<file path="src/rtl/fp_output_stage.sv">
// DES final permutation (IP^-1) with a small valid/ready output FIFO.
// Optional delivered-block counter on blk_cnt when FP_BLK_CNT_EN is defined.
module fp_output_stage #(
  parameter int FIFO_DEPTH = 2
) (
  input  logic        clk,
  input  logic        rst,
  input  logic        in_valid,
  output logic        in_ready,
  input  logic [31:0] l16,
  input  logic [31:0] r16,
  output logic        out_valid,
  input  logic        out_ready,
  output logic [63:0] des_out
`ifdef FP_BLK_CNT_EN
  ,
  output logic [15:0] blk_cnt
`endif
);

  // Handshake: a transfer happens on a rising edge where valid && ready;
  // valid never waits on ready, and ready here depends only on registered state.

  localparam int AW = $clog2(FIFO_DEPTH);
  localparam logic [AW:0]   FULL_CNT = (AW+1)'(FIFO_DEPTH);
  localparam logic [AW-1:0] LAST_PTR = AW'(FIFO_DEPTH - 1);

  // Entry i (DES numbering, 1 = MSB) of the output takes preoutput bit FP[i].
  localparam int FP [64] = '{
    40, 8, 48, 16, 56, 24, 64, 32,
    39, 7, 47, 15, 55, 23, 63, 31,
    38, 6, 46, 14, 54, 22, 62, 30,
    37, 5, 45, 13, 53, 21, 61, 29,
    36, 4, 44, 12, 52, 20, 60, 28,
    35, 3, 43, 11, 51, 19, 59, 27,
    34, 2, 42, 10, 50, 18, 58, 26,
    33, 1, 41,  9, 49, 17, 57, 25
  };

  logic [63:0]   preoutput;
  logic [63:0]   perm;
  logic [63:0]   mem [FIFO_DEPTH];
  logic [AW-1:0] wr_ptr;
  logic [AW-1:0] rd_ptr;
  logic [AW:0]   count;
  logic          push;
  logic          pop;

  assign preoutput = {r16, l16};

  for (genvar i = 0; i < 64; i++) begin : g_fp
    assign perm[63-i] = preoutput[64-FP[i]];
  end

  assign in_ready  = (count != FULL_CNT);
  assign out_valid = (count != '0);
  assign des_out   = mem[rd_ptr];
  assign push      = in_valid && in_ready;
  assign pop       = out_valid && out_ready;

  always_ff @(posedge clk or posedge rst) begin
    if (rst) begin
      wr_ptr <= '0;
      rd_ptr <= '0;
      count  <= '0;
      for (int k = 0; k < FIFO_DEPTH; k++) begin
        mem[k] <= '0;
      end
    end else begin
      if (push) begin
        mem[wr_ptr] <= perm;
        wr_ptr      <= (wr_ptr == LAST_PTR) ? '0 : wr_ptr + AW'(1);
      end
      if (pop) begin
        rd_ptr <= (rd_ptr == LAST_PTR) ? '0 : rd_ptr + AW'(1);
      end
      case ({push, pop})
        2'b10:   count <= count + (AW+1)'(1);
        2'b01:   count <= count - (AW+1)'(1);
        default: count <= count;
      endcase
    end
  end

`ifdef FP_BLK_CNT_EN
  // Free-running 16-bit wrap is intended.
  always_ff @(posedge clk or posedge rst) begin
    if (rst) begin
      blk_cnt <= '0;
    end else if (pop) begin
      blk_cnt <= blk_cnt + 16'd1;
    end
  end
`endif

endmodule
</file>
<file path="config.mk">
export PLATFORM = sky130hd
export DESIGN_NAME = fp_output_stage
export DESIGN_NICKNAME = d
export VERILOG_FILES = /design/src/rtl/fp_output_stage.sv
export SDC_FILE = /design/constraint.sdc
export NUM_CORES = 1
export LEC_CHECK = 0
export BUFFER_PORTS_ARGS = -buffer_cell sky130_fd_sc_hd__buf_2
export CAP_MARGIN = 30
export CORE_UTILIZATION = 47
export DETAILED_ROUTE_END_ITERATION = 8
export HOLD_SLACK_MARGIN = 0.1
export PLACE_DENSITY = 0.67
export SLEW_MARGIN = 20
export SYNTH_ARGS = -nofsm -noshare
export SYNTH_HDL_FRONTEND = slang
export SYNTH_SLANG_ARGS = --single-unit
</file>
<file path="constraint.sdc">
create_clock -name clk -period 8.44 [get_ports clk]
set_input_delay 0.844 -clock clk [delete_from_list [all_inputs] [get_ports clk]]
set_output_delay 0.844 -clock clk [all_outputs]
set_load 0.005 [all_outputs]
</file>
# Yosys cells after proc, flatten, opt, wreduce, memory -nomap -nowiden
# Cells that the tools add are included.
dict set report word_totals {
  inputBits 68
  regBits 132
  romBits 0
  latchBits 0
  n_memories 0
  out_inout_bits 66
  mem_bits_rw 0
}
dict set report classes {
  magnitude_cmp 3
  mux 9
  n_reduce_logical 5
  eq_ne 3
  div 0
  multipliers 0
  add_sub_neg 4
  n_shift 0
  bitwise_logic 2
}
# cell n
set ops {}
lappend ops {{$mux 64} 4}
lappend ops {{$bwmux 128} 1}
lappend ops {{$demux 64 s1} 1}
lappend ops {{$ge 2x2->1 const B} 2}
lappend ops {{$not 1->2} 2}
lappend ops {{$pmux 2 s2} 1}
lappend ops {{$reduce_bool 2->1} 2}
lappend ops {{$logic_and 1x1->1} 3}
lappend ops {{$add 1x1->1 const B} 2}
lappend ops {{$add 2x1->2 const B} 1}
lappend ops {{$eq 2x1->1 const B} 1}
lappend ops {{$eq 2x2->1 const B} 1}
lappend ops {{$lt 2x1->1 const B} 1}
lappend ops {{$mux 1} 2}
lappend ops {{$ne 2x2->1 const B} 1}
lappend ops {{$sub 2x1->2 const B} 1}

# Longest topological paths before layout
# Gate-level depths: netlist (run 1).
dict set report logic_depth {
  ltp_word 6
  depth_mapped 6
}

# Worst setup path before layout (run 1)
# No wires, ideal clock.
dict set report synth_path {
  path_kind {flip-flop to output port}
  startpoint {reg rd_ptr}
  endpoint {out des_out[0]}
  path_slack_ns 6.525
  t_arrival_ns 1.071
  path_stages_with_launch 4
  cell_sequence {dfrtp_1 buf_2 buf_2 mux2_2}
}
dict set report synth_via {
  elab_chain_len 4
}
# element line
set synth_rtl {}
lappend synth_rtl {{start, declared} 44} ;# logic [AW-1:0] rd_ptr;
lappend synth_rtl {{start signal, assigned} 75} ;# rd_ptr <= (rd_ptr == LAST_PTR) ? '0 : rd_ptr + AW'(1);
lappend synth_rtl {{$not 1->2 (implied by the code)} 57} ;# assign des_out = mem[rd_ptr];
lappend synth_rtl {{$mux 64 (implied by the code) (3 in series)} 57}
lappend synth_rtl {{end, declared} 14} ;# output logic [63:0] des_out
# No other way between the ends. The select of a mux whose other input is x is not followed.

# Final worst setup path (run 1)
dict set report layout_path {
  startpoint {reg rd_ptr}
  endpoint {out des_out[12]}
}
# The elaborated chain is that of the path after synthesis.

==> results of run 1 <==
==> cell families after synthesis <==
logic type	count (synthesis)	share of synthesized area [%]
simple gates	7	0.830
mux	192	41.2
buf+inv	22	4.88
xor+xnor	5	0.692
fa+ha+maj	1	0.198
flops	132	52.2
==> final cells by class <==
class / count / area share (%)
clock inverter: 9 / 1.92
clock buffer: 23 / 6.49
timing repair buffer: 140 / 10.1
multi-input combinational: 205 / 35.5
sequential: 132 / 43.0
tap: 176 / 2.87
inverter: 1 / 0.0815
==> placed cells by master (no fill, tap or decap), drive strengths merged, types with 2 or more instances in the layout <==
| cell type | netlist | routed |
|---|---|---|
| clkinv | 0 | 4 |
| xor2 | 2 | 2 |
| xnor2 | 3 | 3 |
| clkbuf | 1 | 23 |
| bufinv | 0 | 4 |
| buf | 20 | 140 |
| dfrtp | 132 | 132 |
| mux2 | 192 | 192 |
==> where the power goes <==
part | internal (mW) | switching [mW] | total (mW)
Clock | 0.532 | 0.271 | 0.803
Sequential | 0.964 | 0.206 | 1.17
Combinational | 0.948 | 0.479 | 1.43
Total | 2.44 | 0.957 | 3.40
==> state kept, by name, indices dropped and copies added (netlist names) <==
register / flops
mem: 128
count: 2
wr_ptr: 1
rd_ptr: 1
==> layer usage <==
metal	track usage (%)	up-vias	part of all wire (%)
met3	5.14	19	4.4
met4	8.97	0	2.3
met1	24.3	1734	47
met5	0	-	0
li1	-	1558	-
met2	28.1	85	47
==> through the flow <==
step / cells / area, um^2 / total power, mW / hold WS (ns) / worst slack [ns]
floorplan: 359 / 6330 / 2.25 / 0.459 / 4.07
global placement: 651 / 6950 / 2.56 / 0.479 / 5.39
detailed placement: 651 / 6950 / 2.59 / 0.485 / 5.33
CTS: 683 / 7590 / 3.42 / 0.498 / 5.17
global route: 686 / 7680 / 3.59 / 0.511 / 5.09
finish: 686 / 7680 / 3.40 / 0.498 / 5.21
==> worst max path at each step <==
stage,startpoint,to,slack [ns],cells past startpoint
6_report,rd_ptr$_DFFE_PP0P_,des_out[12],5.21,3
5_1_grt,rd_ptr$_DFFE_PP0P_,des_out[12],5.09,3
4_1_cts,rd_ptr$_DFFE_PP0P_,des_out[12],5.17,3
3_5_place_dp,in_valid,mem[126]$_DFFE_PP0P_,5.33,4
3_3_place_gp,in_valid,mem[126]$_DFFE_PP0P_,5.39,4
2_1_floorplan,rst,count[0]$_DFFE_PP0P_,4.07,1
==> flow_metrics.py, run 1 <==
metrics = {
    "run_status": {
        "run_status": "finished clean",
    },
    "die": {
        "fp-row-count": 42,
        "start_util_pct": 48.0,
        "die_h_um": 118,
        "dieArea_um2": 13900,
        "io_pins": 134,
        "coreArea_um2": 13200,
        "die_width_um": 118,
    },
    "logic_synthesis": {
        "ys_types": 18,
        "avgSynthCellArea_um2": 17.6,
        "synthTopCellsByArea": "dfrtp_1 52%, mux2_4 28%, mux2_2 13%",
        "yosysWarnings": 0,
        "yosysTopAreaCell": "dfrtp_1",
        "synth.ff_latch_count": 132,
        "synthArstFlopShare_pct": 100,
        "synth_cells": 359,
        "synth.cell_area_um2": 6330,
        "syn_nets": 428,
        "synth_common_cells": "132 x dfrtp_1, 120 x mux2_4, 72 x mux2_2",
        "yosysTopAreaCellShare_pct": 52.2,
        "ys_seq_area_share_pct": 52.2,
        "yosysMostFrequentCell": "dfrtp_1",
        "synth_edf_count": 0,
        "synth_flop_cell": "dfrtp_1",
    },
    "grt": {
        "grt_pass1_wl_um": 19800,
        "antenna_found_initial": 0,
        "grt_pass1_vias": 3769,
        "overflow": 0,
        "track_usage_pct": 18.5,
        "grt_max_degree": 71,
    },
    "setup_path": {
        "cp.arrival_ns": 2.39,
        "crit_family": "flip-flops",
        "crit_path_cell_trace": "buf_4, mux2_2, buf_2",
        "path_class": "flop to output port",
        "worstReg2RegEnd": "mem[95]$_DFFE_PP0P_",
        "reg2reg_depth": 5,
        "crit_fanout": 36,
        "end_kind": "output port",
        "cp_slowest_cell": "dfrtp_2",
        "critPathLaunchType": "flop",
        "worst-path-buf-inv": 2,
        "slowest_delay_ns": 0.84,
        "r2r_slack_ns": 5.86,
        "worstPathRequired_ns": 7.60,
        "r2r_start": "count[0]$_DFFE_PP0P_",
    },
    "place": {
        "io_buffers": 133,
        "post-dp-hpwl_um": 7260,
        "gp_congestion": 0.735,
    },
    "pwr": {
        "ir_worst_vdd_mv": 0.199,
        "power_density_nw_per_um2": 443,
        "power_leakage_nw": 3.78,
    },
    "worst_hold_path": {
        "hp-start": "wr_ptr$_DFFE_PP0N_",
        "hold_depth": 1,
        "hp-class": "flop to flop",
        "min_to": "wr_ptr$_DFFE_PP0N_",
    },
    "clock_network": {
        "cts-resized-gates": 0,
        "root_buffer": "clkbuf_16",
        "holdBufCountCts": 0,
        "insertion_delay_ns": 0.42,
        "cts_tree": "yes",
        "cts.sinks": 132,
        "htreeDepth": 4,
        "cts_setup_buffers": 0,
        "clk_pin_slew_worst_paths_ns": 0.05,
        "cts_made_buffers": 17,
        "clockBufferDepth": 2,
    },
    "timing": {
        "finalCritPeriodShare_pct": 38.3,
        "worstMarginPinSlew_ns": 0.888,
        "finalCriticalPeriod_ns": 3.23,
        "final.setup.tns_ns": 0,
        "fmax_ghz": 0.309,
        "fin_worst_skew_ns": 0.00565,
        "final_max_slew_viol_count": 0,
        "rsz0062_at_grt": "false",
        "finalHoldViolations": 0,
        "setup_viol": 0,
        "slew-limit-headroom_pct": 40.6,
    },
    "final_layout": {
        "nFillCells": 1056,
        "drive_above_1_share_pct": 72.2,
        "multi_input_area_um2": 2720,
        "antennaDiodeCount": 0,
        "register_area_um2": 3300,
        "area_delta_synth_final_pct": 21.2,
        "fin_nets": 566,
        "final_util_pct": 58.2,
    },
    "drt": {
        "drt_wl_total_um": 12200,
        "avgRoutedWirePerCell_um": 17.8,
        "via_count": 3396,
        "drt-vias-per-instance": 4.95,
        "drt_first_pass_iters": 4,
        "ant_nets": 0,
        "drtIter0Drc": 174,
        "drc": 0,
    },
    "job": {
        "cap_violations": 0,
    },
}
Power figures use the tool's default switching activity.
==> run 2, diff against run 1 <==
clock period = 3 ns   (was 8.44 ns; I/O delays follow)
==> run 2 against run 1 <==
Sequential power increased to 2.7 times the previous value. Setup slack got worse by 4.3 ns. Via count increased by 0.59%. Design area decreased by 0.39%. Critical path depth unchanged. Critical path type unchanged. Hold slack got worse by 0.37 ns.
==> flow_metrics.py, run 2 (same netlist as run 1, synthesis figures left out) <==
metrics = {
    "final_layout": {
        "top_register": "mem",
        "top_regs": "mem x128, count x2",
        "multi_input_area_um2": 2720,
        "nFillCells": 1024,
        "final_common_cell": "buf_2",
        "area_delta_synth_final_pct": 20.7,
        "fin_nets": 568,
        "drive_above_1_share_pct": 72.1,
        "register_area_um2": 3300,
        "layout_common_cells": "133 x buf_2, 131 x dfrtp_1, 120 x mux2_4, 72 x mux2_2, 17 x clkbuf_16",
        "largest_reg_flops": 128,
        "antennaDiodeCount": 0,
    },
    "grt": {
        "antenna_found_initial": 0,
        "grt_pass1_vias": 3777,
        "grt_max_degree": 69,
        "met2_usage_pct": 28.3,
        "use_met3_pct": 5.67,
        "track_usage_pct": 18.2,
        "grt-busiest-layer": "met2",
        "met1_usage_pct": 24.0,
        "overflow": 0,
        "grt_pass1_wl_um": 19500,
    },
    "setup_path": {
        "path_class": "flop to output port",
        "end_kind": "output port",
        "critPathLaunchType": "flop",
        "worstPathRequired_ns": 2.70,
        "crit_fanout": 43,
        "cp.arrival_ns": 1.83,
    },
    "pwr": {
        "power_density_nw_per_um2": 1230,
        "power_leakage_nw": 3.76,
        "ir_worst_vdd_mv": 0.824,
    },
    "drt": {
        "avgRoutedWirePerCell_um": 17.0,
        "drt-vias-per-instance": 4.97,
        "via_count": 3416,
        "drtIter0Drc": 109,
        "drt_wl_total_um": 11700,
        "drc": 0,
        "drt_first_pass_iters": 4,
        "ant_nets": 0,
    },
    "clock_network": {
        "cts_setup_buffers": 0,
        "cts_made_buffers": 17,
        "cts.sinks": 132,
        "insertion_delay_ns": 0.41,
        "holdBufCountCts": 1,
        "clockBufferDepth": 2,
        "cts-resized-gates": 0,
        "root_buffer": "clkbuf_16",
        "clk_pin_slew_worst_paths_ns": 0.06,
        "cts_tree": "yes",
        "htreeDepth": 4,
    },
    "timing": {
        "whs_ns": 0.132,
        "worstMarginPinSlew_ns": 0.742,
        "final.setup.tns_ns": 0,
        "finalCritPeriodShare_pct": 71.1,
        "rsz0062_at_grt": "false",
        "finalHoldViolations": 0,
        "finalCriticalPeriod_ns": 2.13,
        "fin_worst_skew_ns": 0.00400,
        "slew-limit-headroom_pct": 50.4,
        "fmax_ghz": 0.469,
        "setup_viol": 0,
        "final_max_slew_viol_count": 0,
    },
    "job": {
        "cap_violations": 0,
    },
    "die": {
        "start_util_pct": 48.0,
        "die_width_um": 118,
        "coreArea_um2": 13200,
        "fp-row-count": 42,
        "die_h_um": 118,
        "dieArea_um2": 13900,
        "io_pins": 134,
    },
    "place": {
        "io_buffers": 133,
        "post-dp-hpwl_um": 7460,
        "gp_congestion": 0.696,
    },
    "worst_hold_path": {
        "hp-class": "input port to flop",
    },
    "run_status": {
        "run_status": "finished clean",
    },
}
-- run 2: cell types whose count changed in the layout (fill, tap and decap cells not counted), sizes merged --
cell,change
clkinvlp,+2
buf,+1
bufinv,-1
clkbuf,+1
clkinv,-1
dlygate4sd3,+1
inv,-1
-- run 2: power by group --
group / leakage, nW / internal (mW) / switching [mW] / total (mW)
Clock: 0.308 / 1.44 / 0.733 / 2.17
Sequential: 1.55 / 2.71 / 0.496 / 3.21
Combinational: 1.90 / 2.65 / 1.41 / 4.06
Total: 3.76 / 6.80 / 2.64 / 9.44
-- run 2: layer usage --
metal / vias up / routed length (um)
met5: - / 0
met4: 0 / 138
met3: 12 / 532
met2: 84 / 5590
met1: 1758 / 5430
li1: 1562 / -
-- run 2: stage by stage --
step                instances  area, um^2  total power, mW  util, %  setup slack (ns)
floorplan                 359        6340             6.33        -              1.06
global placement          655        7000             7.19     53.1              1.09
detailed placement        655        7000             7.31     53.1              1.05
CTS                       688        7650             9.56     58.0             0.822
global route              688        7650             9.99     58.0             0.765
finish                    688        7650             9.44     58.0             0.868
-- run 2: final cells by class --
type	instances	area share [%]
multi-input combinational	205	35.6
tap	176	2.88
inverter	1	0.0982
timing repair buffer	142	9.95
sequential	132	43.2
clock buffer	24	6.69
clock inverter	8	1.57
-- run 2: path summary, 6_finish.rpt --
path,start,end,slack [ns],cells after the start
worst max-delay path,rd_ptr$_DFFE_PP0P_,des_out[19],0.87,3
worst min-delay path,r16[20],mem[92]$_DFFE_PP0P_,0.13,2
worst max register to register,count[0]$_DFFE_PP0P_,mem[22]$_DFFE_PP0P_,1.03,4
worst min register to register,wr_ptr$_DFFE_PP0N_,wr_ptr$_DFFE_PP0N_,0.49,1
max in group asynchronous,rst,mem[55]$_DFFE_PP0P_,1.58,4
min in group asynchronous,rst,mem[24]$_DFFE_PP0P_,0.56,3
-- run 2: worst max-delay path, cell delays in order (launching register included) --
cell and delay [ns]:
dfrtp_2 0.35, buf_4 0.49, mux2_2 0.41, buf_2 0.13
